$ cat config.mk
export PLATFORM = sky130hd
export DESIGN_NAME = mem_stage
export DESIGN_NICKNAME = d
export VERILOG_FILES = /design/src/rtl/cpu_types_pkg.sv /design/src/rtl/ll_link_reg.sv /design/src/rtl/mem_stage.sv
export SDC_FILE = /design/constraint.sdc
export NUM_CORES = 1
export LEC_CHECK = 0
export CAP_MARGIN = 20
export CORE_UTILIZATION = 35
export DETAILED_ROUTE_END_ITERATION = 6
export HOLD_SLACK_MARGIN = 0.1
export PLACE_DENSITY = 0.66
export RECOVER_POWER = 100
export SYNTH_ARGS = -nofsm -noshare
export SYNTH_HDL_FRONTEND = slang
export SYNTH_SLANG_ARGS = --single-unit
$ cat constraint.sdc
create_clock -name CLK -period 3.9 [get_ports CLK]
set_clock_uncertainty 0.1 [all_clocks]
set_input_delay 0.78 -clock CLK [delete_from_list [all_inputs] [get_ports CLK]]
set_output_delay 0.78 -clock CLK [all_outputs]
set_load 0.1 [all_outputs]
$ cat src/rtl/cpu_types_pkg.sv
// Shared CPU types for the memory stage: word type, memory-stage FSM
// encoding and the number of byte-offset bits ignored by LL/SC matching.
package cpu_types_pkg;

  localparam int WORD_BITS = 32;
  localparam int WBYTE_OFF = 2;

  typedef logic [WORD_BITS-1:0] word_t;

  typedef enum logic [1:0] {
    IDLE = 2'd0,
    BUSY = 2'd1,
    DONE = 2'd2
  } memstate_t;

endpackage

$ cat src/rtl/ll_link_reg.sv
// Per-core LL/SC link register. It holds the word-aligned linked address and
// a valid bit, and compares another address against the link.
module ll_link_reg
  import cpu_types_pkg::*;
#(
  parameter int WORD_W   = 32,
  parameter int BYTE_OFF = WBYTE_OFF
) (
  input  logic              clk,
  input  logic              nrst,
  input  logic              set_i,
  input  logic [WORD_W-1:0] set_addr_i,
  input  logic              clr_i,
  input  logic              snoop_i,
  input  logic [WORD_W-1:0] snoop_addr_i,
  input  logic [WORD_W-1:0] cmp_addr_i,
  output logic              valid_o,
  output logic [WORD_W-1:0] addr_o,
  output logic              match_o
);

  localparam logic [WORD_W-1:0] TAG_MASK =
    ~((WORD_W'(1) << BYTE_OFF) - WORD_W'(1));

  logic              valid_q, valid_d;
  logic [WORD_W-1:0] link_q, link_d;
  logic              snoop_cur;
  logic              snoop_new;

  function automatic logic same_word(input logic [WORD_W-1:0] a,
                                     input logic [WORD_W-1:0] b);
    logic [WORD_W-1:0] diff;
    diff = a ^ b;
    return (diff >> BYTE_OFF) == '0;
  endfunction

  always_comb begin
    snoop_cur = snoop_i & valid_q & same_word(snoop_addr_i, link_q);
    snoop_new = snoop_i & same_word(snoop_addr_i, set_addr_i);
    valid_d   = valid_q;
    link_d    = link_q;
    // A snoop to the address being linked this very cycle leaves the link dead.
    if (set_i) begin
      valid_d = ~snoop_new;
      link_d  = set_addr_i & TAG_MASK;
    end else if (clr_i || snoop_cur) begin
      valid_d = 1'b0;
    end
  end

  always_ff @(posedge clk) begin
    if (!nrst) begin
      valid_q <= 1'b0;
      link_q  <= '0;
    end else begin
      valid_q <= valid_d;
      link_q  <= link_d;
    end
  end

  assign valid_o = valid_q;
  assign addr_o  = link_q;
  assign match_o = valid_q & same_word(cmp_addr_i, link_q);

endmodule

$ cat src/rtl/mem_stage.sv
// Memory-access stage controller: issues one outstanding data-cache request,
// freezes the pipeline until dhit, and returns load data or the SC result.
module mem_stage
  import cpu_types_pkg::*;
#(
  parameter int WORD_W   = 32,
  parameter int BYTE_OFF = WBYTE_OFF
) (
  input  logic              CLK,
  input  logic              nRST,
  input  logic              mem_read_i,
  input  logic              mem_write_i,
  input  logic              ll_i,
  input  logic              sc_i,
  input  logic              halt_i,
  input  logic              flush,
  input  logic [WORD_W-1:0] addr_i,
  input  logic [WORD_W-1:0] store_data_i,
  input  logic              dhit,
  input  logic [WORD_W-1:0] dload,
  input  logic              snoop_inv,
  input  logic [WORD_W-1:0] snoop_addr,
  output logic              dREN,
  output logic              dWEN,
  output logic [WORD_W-1:0] daddr,
  output logic [WORD_W-1:0] dstore,
  output logic [WORD_W-1:0] dmem_load_o,
  output logic              freeze_o,
  output logic              halt_o,
  output logic              link_valid_o,
  output logic [WORD_W-1:0] link_addr_o
);

  memstate_t         state_q, state_d;
  logic              dren_q, dren_d;
  logic              dwen_q, dwen_d;
  logic              ll_q, ll_d;
  logic              sc_q, sc_d;
  logic [WORD_W-1:0] addr_q, addr_d;
  logic [WORD_W-1:0] data_q, data_d;
  logic [WORD_W-1:0] load_q, load_d;
  logic              halt_q, halt_d;

  logic              valid_op;
  logic              sc_fail;
  logic              link_match;
  logic              link_set;
  logic              link_clr;
  logic [WORD_W-1:0] link_cmp_addr;

  always_comb begin
    valid_op = (mem_read_i | mem_write_i) & ~flush & ~halt_q;
    sc_fail  = valid_op & mem_write_i & ~mem_read_i & sc_i & ~link_match;

    state_d = state_q;
    dren_d  = dren_q;
    dwen_d  = dwen_q;
    ll_d    = ll_q;
    sc_d    = sc_q;
    addr_d  = addr_q;
    data_d  = data_q;
    load_d  = load_q;
    halt_d  = halt_q;

    case (state_q)
      IDLE: begin
        if (valid_op) begin
          if (sc_fail) begin
            load_d = '0;
          end else begin
            state_d = BUSY;
            dren_d  = mem_read_i;
            dwen_d  = mem_write_i & ~mem_read_i;
            ll_d    = mem_read_i & ll_i;
            sc_d    = mem_write_i & ~mem_read_i & sc_i;
            addr_d  = addr_i;
            data_d  = store_data_i;
          end
        end else if (halt_i) begin
          halt_d = 1'b1;
        end
      end
      BUSY: begin
        if (dhit) begin
          state_d = DONE;
          dren_d  = 1'b0;
          dwen_d  = 1'b0;
          if (dren_q) begin
            load_d = dload;
          end else if (sc_q) begin
            load_d = WORD_W'(1);
          end
        end
      end
      DONE:    state_d = IDLE;
      default: state_d = IDLE;
    endcase
  end

  // The link is compared against the incoming SC address while idle and
  // against the in-flight store address while busy.
  always_comb begin
    link_cmp_addr = (state_q == BUSY) ? addr_q : addr_i;
    link_set = (state_q == BUSY) & dhit & dren_q & ll_q;
    link_clr = ((state_q == IDLE) & sc_fail) |
               ((state_q == BUSY) & dhit & dwen_q & (sc_q | link_match));
  end

  always_ff @(posedge CLK) begin
    if (!nRST) begin
      state_q <= IDLE;
      dren_q  <= 1'b0;
      dwen_q  <= 1'b0;
      ll_q    <= 1'b0;
      sc_q    <= 1'b0;
      addr_q  <= '0;
      data_q  <= '0;
      load_q  <= '0;
      halt_q  <= 1'b0;
    end else begin
      state_q <= state_d;
      dren_q  <= dren_d;
      dwen_q  <= dwen_d;
      ll_q    <= ll_d;
      sc_q    <= sc_d;
      addr_q  <= addr_d;
      data_q  <= data_d;
      load_q  <= load_d;
      halt_q  <= halt_d;
    end
  end

  ll_link_reg #(
    .WORD_W   (WORD_W),
    .BYTE_OFF (BYTE_OFF)
  ) u_link (
    .clk          (CLK),
    .nrst         (nRST),
    .set_i        (link_set),
    .set_addr_i   (addr_q),
    .clr_i        (link_clr),
    .snoop_i      (snoop_inv),
    .snoop_addr_i (snoop_addr),
    .cmp_addr_i   (link_cmp_addr),
    .valid_o      (link_valid_o),
    .addr_o       (link_addr_o),
    .match_o      (link_match)
  );

  // Freeze covers the issuing idle cycle too, so EX/MEM holds the op.
  assign freeze_o = nRST & (((state_q == IDLE) & valid_op & ~sc_fail) |
                            (state_q == BUSY));

  assign dREN        = dren_q;
  assign dWEN        = dwen_q;
  assign daddr       = addr_q;
  assign dstore      = data_q;
  assign dmem_load_o = load_q;
  assign halt_o      = halt_q;

endmodule
# --- After elaboration in Yosys (flattened, before gate mapping) ---
# Index checks and enable logic that the tools add are counted.
word_totals:
  reg_bits: 134
  input_bits: 138
  word_cells: 85
classes:
  n_eq_ne: 6
  mux: 20
  bitwise: 36
  reduce_logical: 12
op_table:
  columns: ["cell", "count"]
  rows:
  - ["32-bit 2-to-1 mux", 6]
  - ["32-bit zero test", 3]
  - ["32-bit XOR", 3]
  - ["32-bit one-hot mux with 2 select lines", 1]
  - ["1-bit bitwise AND", 22]
  - ["3-bit AND reduction", 3]
  - ["2-bit inequality test (second input constant)", 4]
  - ["1-bit 2-to-1 mux", 7]
  - ["1-bit NOT", 7]
  - ["2-bit 2-to-1 mux", 3]
  - ["5-bit AND reduction", 1]
  - ["1-bit bitwise OR", 4]
  - ["1-bit one-hot mux with 2 select lines", 2]
  - ["2-bit one-hot mux with 2 select lines", 1]
  - ["4-bit AND reduction", 1]
  - ["2-bit nonzero test", 2]
  - ["3-bit inequality test (second input constant)", 1]
  - ["2-bit by 1-bit == test with 1-bit output (second input constant)", 1]
  - ["2-bit zero test", 1]
  - ["1-bit logical OR", 1]

# --- Logic depth before layout (Yosys ltp) ---
logic_depth:
  depth_word: 12
  ltp_mapped: 13

# --- Cells and area by module ---
# Synthesis repeated with hierarchy kept, for this count alone.
hier_totals:
  cells_unflattened: 736
  hier_area_um2: 6537.5
by_module_without_submodules:
  columns: ["module", "instances", "cells_per_inst", "area_each_um2"]
  rows:
  - ["mem_stage", 1, 506, 4357.9]
  - ["ll_link_reg", 1, 230, 2179.6]

# --- Worst setup path after synthesis ---
# OpenSTA, ideal clock, no wires.
synth_timing:
  path_kind: "register to output"
  from: "register u_link.link_q[31], in the netlist u_link.addr_o[31]"
  to: "output freeze_o"
  t_arrival_ns: 3.727
  required_ns: 3.020
  path_slack_ns: -0.707
  path_stages_with_launch: 12
  cell_sequence: "dfxtp_1 -> xor2_1 -> a2111oi_4 -> a31oi_1 -> a2111o_1 -> nor4b_2 -> and3_1 -> o21a_1 -> buf_4 -> buf_12 -> buf_8 -> o21a_1"
synth_between:
  elab_chain_len: 9
synth_rtl:
  columns: ["element", "line_no", "source"]
  rows:
  - ["from (decl)", "ll_link_reg.sv:26", "logic [WORD_W-1:0] link_q, link_d;"]
  - ["from (signal assigned)", "ll_link_reg.sv:57", "link_q <= link_d;"]
  - ["32-bit XOR", "ll_link_reg.sv:33", "diff = a ^ b;"]
  - ["32-bit zero test", "ll_link_reg.sv:34", "return (diff >> BYTE_OFF) == '0;"]
  - ["1-bit bitwise AND", "ll_link_reg.sv:63", "assign match_o = valid_q & same_word(cmp_addr_i, link_q);"]
  - ["1-bit NOT", "mem_stage.sv:53", "sc_fail = valid_op & mem_write_i & ~mem_read_i & sc_i & ~link_match;"]
  - ["1-bit bitwise AND", "mem_stage.sv:53", null]
  - ["1-bit NOT (no line)", null, null]
  - ["1-bit bitwise AND", "mem_stage.sv:151", "assign freeze_o = nRST & (((state_q == IDLE) & valid_op & ~sc_fail) |"]
  - ["1-bit bitwise OR", "mem_stage.sv:151", null]
  - ["1-bit bitwise AND", "mem_stage.sv:151", null]
  - ["to (decl)", "mem_stage.sv:28", "output logic freeze_o,"]
# No other way between the ends.

# --- Worst setup path in the final report ---
layout_timing:
  from: "input addr_i[23]"
  to: "output freeze_o"
layout_between:
  elab_chain_len: 10
layout_rtl:
  columns: ["element", "line_no", "source"]
  rows:
  - ["from (decl)", "mem_stage.sv:17", "input logic [WORD_W-1:0] addr_i,"]
  - ["32-bit 2-to-1 mux", "mem_stage.sv:103", "link_cmp_addr = (state_q == BUSY) ? addr_q : addr_i;"]
  - ["32-bit XOR", "ll_link_reg.sv:33", null]
  - ["32-bit zero test", "ll_link_reg.sv:34", null]
  - ["1-bit bitwise AND", "ll_link_reg.sv:63", null]
  - ["1-bit NOT", "mem_stage.sv:53", null]
  - ["1-bit bitwise AND", "mem_stage.sv:53", null]
  - ["1-bit NOT (no line)", null, null]
  - ["1-bit bitwise AND", "mem_stage.sv:151", null]
  - ["1-bit bitwise OR", "mem_stage.sv:151", null]
  - ["1-bit bitwise AND", "mem_stage.sv:151", null]
# No other way between the ends.

==> results.md <==
- Worst setup path category: in -> out
- Mapped Cells: 755
- CP required: between 3 and 4 ns
- NetSw: 1.313 mW
- Yosys top cell area share: 0.4058
- Synth Area in Simple Gates: 0.1809
- Sink Count: 134
- Max-slew violations: 31
- Largest net degree at the start of global routing: between 100 and 150
- CTS Buffer Depth: 2
- Pint: about 2.8 mW
- Pre-CTS setup slack: -0.1605 ns
- Post-Route WL: 22950 um
- Fmax: around 0.26 GHz
- Peak VDD IR: ~0.31 mV
- Congestion Overflow GR: 0
- Critical path endpoint category: output pin
- Combinational Power Share: 0.227
- Final setup vio count: 0
- Post-layout minimum cycle time: about 3.8 ns
- Max-Slew Margin vs Limit: -0.1206
- Final HPWL DP: 16710 um
- Post-layout util: 0.5667
- Synth Area in Compound Gates: 0.1488
- CTS tree: built
- Least-Margin Pin Slew: 1.681 ns
- WL/cell: 18.13 um
- Row count: between 40 and 50
- XOR/XNOR share of the synthesized area: 0.1086
- Post-Syn Area: 6611 sq um
- Synth Area in Adders: 0
- Register area: roughly 2700 sq um
- Status: finished with violations
- Ys flop type: dfxtp_1
- Largest family of logic cells by synthesized area: simple AND/OR/NAND/NOR gates
- Core footprint: ~18000 sq um
- Pwr Density: 400.0 nW/um^2
- Die area: about 20000 sq um
- Syn_area_per_cell: 8.757 sq um
- #FFs+latches synth: between 100 and 150
- Ys async rst share: 0
- Commonest non-fill, non-tap cells in the layout: nand2_1, dlygate4sd3_1, clkdlybuf4s50_1
- Average vias per placed instance: ~5.1
- Synth area leaders: dfxtp_1, nand2_1, mux2i_1, xor2_1, a22o_1
- # hold bufs at CTS: 0
- Global-route wire length before repair: roughly 35000 um
- Post-placement cell area: ~9600 sq um
- Area delta synth->final: 56.07%
- Leakage Power: between 4 and 5 nW
- Sequential fraction of the synthesis area: 0.4058
- GR Util All Layers: 0.2370
- Setup TNS: 0 ns
- Starting density of the core: 0.3631
- 1st-iter DRT viols: between 300 and 400
- Yosys warns: 0
- Cts bufs inserted: 17
- Nature of the critical path startpoint: primary input
- Hold Vio Cnt, Final: 0
- Die width: between 100 and 150 um
- Area leader, netlist: dfxtp_1
- Footprint of the multi-input gates: approximately 3700 sq um
- DR pass1 iterations: 5
- Failing checks: max-capacitance violations, max-slew violations
- Sw Share: 0.3181
- Count of input and output buffers: between 200 and 300
- Die Height: about 140 um
- Worst min path class: reg -> reg
- Design area: ~10000 sq um
- Fill cells: about 1600
- Crit-path max FO: 2
- Total placed cells including tap cells: ~1200
- # IOs: roughly 270
- Final layout net count: roughly 1200
- Clock Power Share: 0.415
- CTS root buf: clkbuf_16
- Power share of the sequential group: 0.358
- Fin crit share: 0.9751
- Worst-path clk slew: about 0.060 ns
- Number of max-cap violations: 1
- H-tree depth: 4
- Post-synth EDFFs: 0
- Vias in the first global route: between 6000 and 7000
- Final std cells w/o fill: approximately 1300
- RSZ-0062 raised after global routing: false
- Multiplexer area fraction after synthesis: 0.1045
- Total number of vias: roughly 6500
- Worst EP arrival: a little under 3 ns
- Unique masters post-synth: ~50
- Layout cell share with drive strength beyond 1: 0.1139
- Global placement routability congestion: about 0.9
- Commonest non-fill, non-tap cell in the layout: nand2_1
- Antenna viol nets, final: 0
- Clk_lat worst skew: between 0.4 and 0.5 ns
- Initial antenna violation count: 2
- DR DRC count: 0
- Worst Slack Setup Final: a little under 0.1 ns
-- per-stage QoR --
step | power [mW] | hold WS, ns
floorplan | 2.121 | 0.3435
global placement | 2.459 | 0.3410
detailed placement | 2.463 | 0.3482
CTS | 4.179 | 0.3568
global route | 4.267 | 0.3685
finish | 4.127 | 0.3496
-- power groups by stage --
stage / Clock, mW / Combinational, mW / Sequential [mW]
detailed placement: 0 / 0.954 / 1.51
finish: 1.71 / 0.936 / 1.48
floorplan: 0 / 0.270 / 1.85
global route: 1.80 / 0.980 / 1.49
CTS: 1.74 / 0.957 / 1.48
global placement: 0 / 0.951 / 1.51
-- synth_stat cells, drive strengths merged, types with 4 or more instances --
library cell and count:
buf 18, clkbuf 28, xor2 50, nor2 5, nand4 8, xnor2 32, inv 24, o22ai 4
a32oi 5, a22o 33, nand2 202, nand2b 10, dfxtp 134, nor3 6, nand3 15, a21oi 8
nor2b 9, a21boi 31, a31oi 5, nor4 11, o21ai 6, mux2i 69, o211ai 4
-- sequential cells by signal, indices dropped and copies added, names as in the netlist --
| name | count |
|---|---|
| dmem_load_o | 32 |
| halt_o | 1 |
| u_link.addr_o | 30 |
| dREN | 1 |
| sc_q | 1 |
| dWEN | 1 |
| dstore | 32 |
| daddr | 32 |
| u_link.valid_o | 1 |
| state_q | 2 |
| ll_q | 1 |
-- routing by layer --
metal,up-vias,global-route usage,share of wire
met5,-,0,0
met4,0,0.09181,0.022
met1,2996,0.2997,0.42
met3,42,0.08672,0.11
met2,318,0.3658,0.45
li1,3129,-,-
-- path summary, 6_finish.rpt --
path	startpoint	end	slack (ns)	depth (start not counted)
hold / removal	dstore[7]$_SDFFE_PN0P_	dstore[7]$_SDFFE_PN0P_	0.35	2
setup / recovery	addr_i[23]	freeze_o	0.1	10
setup reg to reg	state_q[1]$_SDFFE_PN0P_	daddr[7]$_SDFFE_PN0P_	0.41	12
hold reg to reg	dstore[7]$_SDFFE_PN0P_	dstore[7]$_SDFFE_PN0P_	0.35	2
-- cell families (layout without fill, tap and decap cells) --
group | count (synthesis) | count (layout)
xor gates and xnor gates | 82 | 82
muxes | 69 | 69
buffers and inverters | 70 | 350
DFF | 134 | 134
other | 1 | 3
and+or+nand+nor | 276 | 276
AOI/OAI and AO/OA | 123 | 123
-- repair_timing --
action	CTS	global route
buffers inserted	1	2
pin swaps	6	11
setup endpoints to repair	1	1
resized for setup	12	17
-- area by class of cell --
| type | instances | area share |
|---|---|---|
| Antenna cell | 1 | 0.0002425 |
| Clock buffer | 20 | 0.04632 |
| Clock inverter | 11 | 0.01407 |
| Inverter | 24 | 0.008730 |
| Multi-Input combinational cell | 552 | 0.3567 |
| Sequential cell | 134 | 0.2657 |
| Tap cell | 229 | 0.02777 |
| Timing Repair Buffer | 295 | 0.2805 |
-- worst max-delay path, stage by stage --
cell and delay (ns):
clkdlybuf4s50_1 0.44, inv_1 0.11, a2bb2oi_2 0.14, nand3_1 0.08, a2111o_1 0.41, nor4b_4 0.30
and3_4 0.23, o21a_4 0.13, o21a_4 0.13, buf_12 0.17
Note: power is estimated with default switching activity, not from simulation.
==> edit 1: new RTL, same flow settings <==
`WORD_W` is set to 32 in 2 places; all go to 40.
--- a/src/rtl/ll_link_reg.sv
+++ b/src/rtl/ll_link_reg.sv
@@ -3,7 +3,7 @@
 module ll_link_reg
   import cpu_types_pkg::*;
 #(
-  parameter int WORD_W   = 32,
+  parameter int WORD_W   = 40,
   parameter int BYTE_OFF = WBYTE_OFF
 ) (
   input  logic              clk,
--- a/src/rtl/mem_stage.sv
+++ b/src/rtl/mem_stage.sv
@@ -3,7 +3,7 @@
 module mem_stage
   import cpu_types_pkg::*;
 #(
-  parameter int WORD_W   = 32,
+  parameter int WORD_W   = 40,
   parameter int BYTE_OFF = WBYTE_OFF
 ) (
   input  logic              CLK,
Interface: changed (8 resized); port bits go from 271 to 335. The function was not compared with the original's and may differ.
==> edit 1 against the original RTL <==
  * The run ends with DRC, capacitance limit, slew limit left
  * First-iteration DRC count increased by 50%
  * Sequential cell count increased by 32
  * Area after synthesis increased by 25%
  * Setup slack got worse by 0.042 ns
  * Hold slack improved by 0.0052 ns
  * Cell area increased by 21%
  * Total power increased by 14%
  * Wire length increased by 32%
  * Die area increased by 24%
  * Highest routed layer is now met5
==> edit 1: results (changes against the original RTL) <==
* Outcome: complete, but fails checks
* Failing checks: DRC, capacitance limit, slew limit
* Total Routing Usage GR at 0.247 (+0.0102)
* HPWL Detailed at 22500 um (+34%)
* Worst Max-Slew Pin Slew at 2.04 ns (+0.361 ns)
* Reg2Reg Depth at 11 (-1)
* Critical path arrival at 2.96 ns (+0.04 ns)
* First DRT Iteration DRCs at 567 (+50%)
* Hold Crit Start: dstore[4]$_SDFFE_PN0P_
* Pre-CTS WS at -0.161 ns (-0.000464 ns)
* Final hold slack at 0.355 ns (+0.00525 ns)
* Synth cell types at 55 (+7.8%)
* Largest net degree at the start of global routing at 85 (-31%)
* Top post-synthesis cells by count: 252 x nand2_1, 166 x dfxtp_1, 93 x mux2i_1
* Synth area leaders: dfxtp_1 40%, nand2_1 11%, mux2i_1 11%, xnor2_1 5.6%, xor2_1 4.8%
* Peak supply drop at 0.266 mV (-14%)
* Routability Congestion at 0.961 (+5.1%)
* Synth async-reset ratio at 0 (unchanged)
* Max Cap Violations at 1 (unchanged)
* Pre-antenna DRT Iters at 7 (+2)
* Reg2Reg Setup Slack at 0.27 ns (-0.14 ns)
* Fin. max-slew vios at 39 (+26%)
* Static leakage at 5.09 nW (+17%)
* End of the worst hold path: dstore[4]$_SDFFE_PN0P_
* Number of port buffers at 330 (+24%)
* Sequential-to-total area share from yosys stat at 0.403 (-0.00235)
* Vias in the first global route at 7641 (+21%)
* Antenna violations before repair at 4 (+2)
* Layout cells sized above 1 at 0.0839 (-0.0300)
* First-pass GRT wire length at 45000 um (+27%)
* Residual DRC at 10 (+10)
* Vias per cell at 5.07 (-1.1%)
* Sw Pwr at 0.00164 W (+25%)
* Final worst slack at 0.0550 ns (-0.0423 ns)
* Wire per inst at 19.3 um (+6.2%)
[edit 1: cell count changes in the layout (fill, tap and decap cells not counted), sizes merged, moves of 6 or more]
cell / change
dlygate4sd3: +26
dfxtp: +32
a21boi: +7
a22o: +9
mux2i: +24
clkdlybuf4s50: +44
xnor2: +21
nor4: +6
dlymetal6s2s: -7
nand2: +50
[edit 1: worst max-delay path, stage by stage]
cell and delay, ns:
clkdlybuf4s50_1 0.45, xnor2_1 0.25, o221ai_1 0.20, nor4_1 0.34
o22a_1 0.20, and4_4 0.24, a21oi_2 0.08, nor2b_4 0.12
o21a_4 0.14, buf_12 0.16
[edit 1: metrics by stage]
stage / instance area, sq um / instances
6_report: 12500 / 1578
5_1_grt: 12500 / 1578
4_1_cts: 12400 / 1575
3_5_place_dp: 11800 / 1542
3_3_place_gp: 11800 / 1542
2_1_floorplan: 8270 / 929
[edit 1: worst max path at each step]
stage,start,end,slack (ns),cells past startpoint
3_5_place_dp,addr_i[16],freeze_o,-0.16,11
6_report,addr_i[30],freeze_o,0.06,10
3_3_place_gp,addr_i[16],freeze_o,-0.25,11
2_1_floorplan,addr_i[16],freeze_o,0.14,11
4_1_cts,state_q[1]$_SDFFE_PN0P_,freeze_o,0.008,10
5_1_grt,addr_i[30],freeze_o,0.01,10
[edit 1: cell families (layout without fill, tap and decap cells)]
group,count (synthesis),after routing,synth area share
AO/OA/AOI/OAI,139,139,0.132
XOR/XNOR,98,98,0.104
buffers and inverters,80,414,0.0559
flip-flops,166,166,0.403
multiplexers,96,96,0.117
other,1,4,0.000455
AND/OR/NAND/NOR,348,348,0.187
[edit 1: layout make-up]
cell class / instances / area, sq um
clock inverter: 14 / 139
multi-input combinational: 683 / 4540
inverter: 21 / 78.8
fill: 2112 / 10400
antenna: 2 / 5.00
sequential: 166 / 3350
timing repair buffer: 361 / 3520
tap: 313 / 392
clock buffer: 18 / 429
[edit 1: what timing repair did]
| action | CTS | global route |
|---|---|---|
| buffers inserted | 1 | 0 |
| cloned | 0 | 1 |
| pin swaps | 2 | 4 |
| resized for setup | 8 | 14 |
| setup endpoints to repair | 1 | 1 |
[edit 1: power by group through the flow]
stage / registers [W] / logic (W) / clock network (W)
after floorplan: 0.00229 / 0.000354 / 0
after global placement: 0.00186 / 0.00120 / 0
after detailed placement: 0.00187 / 0.00120 / 0
after CTS: 0.00183 / 0.00121 / 0.00172
after global routing: 0.00184 / 0.00125 / 0.00179
final: 0.00183 / 0.00120 / 0.00168
[edit 1: per-layer routing]
layer | wire [um] | share of wire | vias to the layer above | global-route usage
li1 | - | - | 3818 | -
met1 | 12500 | 0.41 | 3719 | 0.308
met2 | 14000 | 0.46 | 404 | 0.393
met3 | 3110 | 0.10 | 51 | 0.0908
met4 | 778 | 0.026 | 4 | 0.0826
met5 | 31 | 0.0010 | - | 0
==> edit 2: new RTL, same settings <==
Made on the original files. Register the output `link_addr_o`, without a reset; this adds one clock of latency there. The other outputs are not delayed to match.
--- a/src/rtl/mem_stage.sv
+++ b/src/rtl/mem_stage.sv
@@ -30,6 +30,8 @@
   output logic              link_valid_o,
   output logic [WORD_W-1:0] link_addr_o
 );
+
+  logic [WORD_W-1:0] link_addr_d;
 
   memstate_t         state_q, state_d;
   logic              dren_q, dren_d;
@@ -143,7 +145,7 @@
     .snoop_addr_i (snoop_addr),
     .cmp_addr_i   (link_cmp_addr),
     .valid_o      (link_valid_o),
-    .addr_o       (link_addr_o),
+    .addr_o       (link_addr_d),
     .match_o      (link_match)
   );
 
@@ -158,4 +160,8 @@
   assign dmem_load_o = load_q;
   assign halt_o      = halt_q;
 
+  always_ff @(posedge CLK) begin
+    link_addr_o <= link_addr_d;
+  end
+
 endmodule
Function: changed (Yosys sat finds a counterexample within 4 cycles, from zero or initial values and one cycle with nRST low).
==> edit 2 against the original RTL <==
  * The run still ends with capacitance limit, slew limit left
  * Sequential cell count is 30 higher
  * Die area rose by 8.9%
  * Count of clock-buffer cells in the layout decreased by 3
  * Fmax shrank 1.4%
  * Setup slack worse by 0.052 ns
  * Area after synthesis is 9.1% higher
  * Cell area increased by 6.0%
  * Total power increased by 6.1%
  * Largest power group is now registers
  * Wire length increased by 2.0%
  * Non-clock buffer count grew 6
  * Highest routed layer unchanged
  * Cell count grew 6.3%
==> edit 2: results (changes against the original RTL) <==
* GRT met1 Usage at 0.295 (-0.00432)
* First DRT Iteration DRCs at 522 (+38%)
* Worst r2r src: state_q[0]$_SDFFE_PN0P_
* Nets at 1198 (+3.1%)
* Pre-CTS WS at -0.185 ns (-0.0240 ns)
* Largest net degree at the start of global routing at 69 (-44%)
* Critical path arrival at 2.97 ns (+0.05 ns)
* DP Area at 10300 sq um (+6.7%)
* Total Routing Usage GR at 0.220 (-0.0166)
* GR Util met3 at 0.0636 (-0.0231)
* Max Cap Violations at 1 (unchanged)
* Hold Crit Start: u_link.addr_o[16]$_SDFFE_PN0P_
* Clkbuf count at 17 (-15%)
* Die W at 146 um (+4.4%)
* Met2 Track Usage GR at 0.338 (-0.0283)
* WL met2 at 10400 um (+1.6%)
* Crit path from: addr_i[10]
* Layout cells sized above 1 at 0.0979 (-0.0160)
* Post_cts resized at 21 (+9)
* Vias in the first global route at 6399 (+1.1%)
* Multi-input gate area at 3700 sq um (+0.58%)
* Clock-cell share at 0.0521 (-0.00824)
* Fin. max-slew vios at 31 (unchanged)
* Area share of buffers outside the clock network at 0.267 (-0.0134)
* Via count at 6645 (+2.5%)
* Outcome: complete, but fails checks
* Worst Max-Slew Pin Slew at 1.66 ns (-0.0225 ns)
* Failing checks: capacitance limit, slew limit
* Avg Cell Area, Syn at 9.19 sq um (+4.9%)
-- edit 2: changes by cell type in the layout (fill, tap and decap cells not counted), moves of 3 or more --
cell,delta
dfxtp_1,+51
dfxtp_2,-19
inv_6,+4
buf_4,+3
clkinv_4,+3
-- edit 2: worst paths after layout --
path | endpoint | slack [ns] | cells past startpoint
hold / removal | link_addr_o[16]$_DFF_P_ | 0.32 | 0
hold reg to reg | link_addr_o[16]$_DFF_P_ | 0.32 | 0
setup / recovery | freeze_o | 0.05 | 10
setup reg to reg | dstore[5]$_SDFFE_PN0P_ | 0.31 | 12
-- edit 2: cells by family after synthesis --
group                  synth area share
AO/OA/AOI/OAI                     0.136
buffers and inverters            0.0467
flip-flops                        0.455
AND/OR/NAND/NOR                   0.166
multiplexers                     0.0958
XOR/XNOR                         0.0996
other                          0.000520
-- edit 2: power by group --
group | switching (W) | total [W] | internal [W]
clock | 0.000753 | 0.00165 | 0.000895
sequential | 0.0000561 | 0.00178 | 0.00173
combinational | 0.000621 | 0.000944 | 0.000323
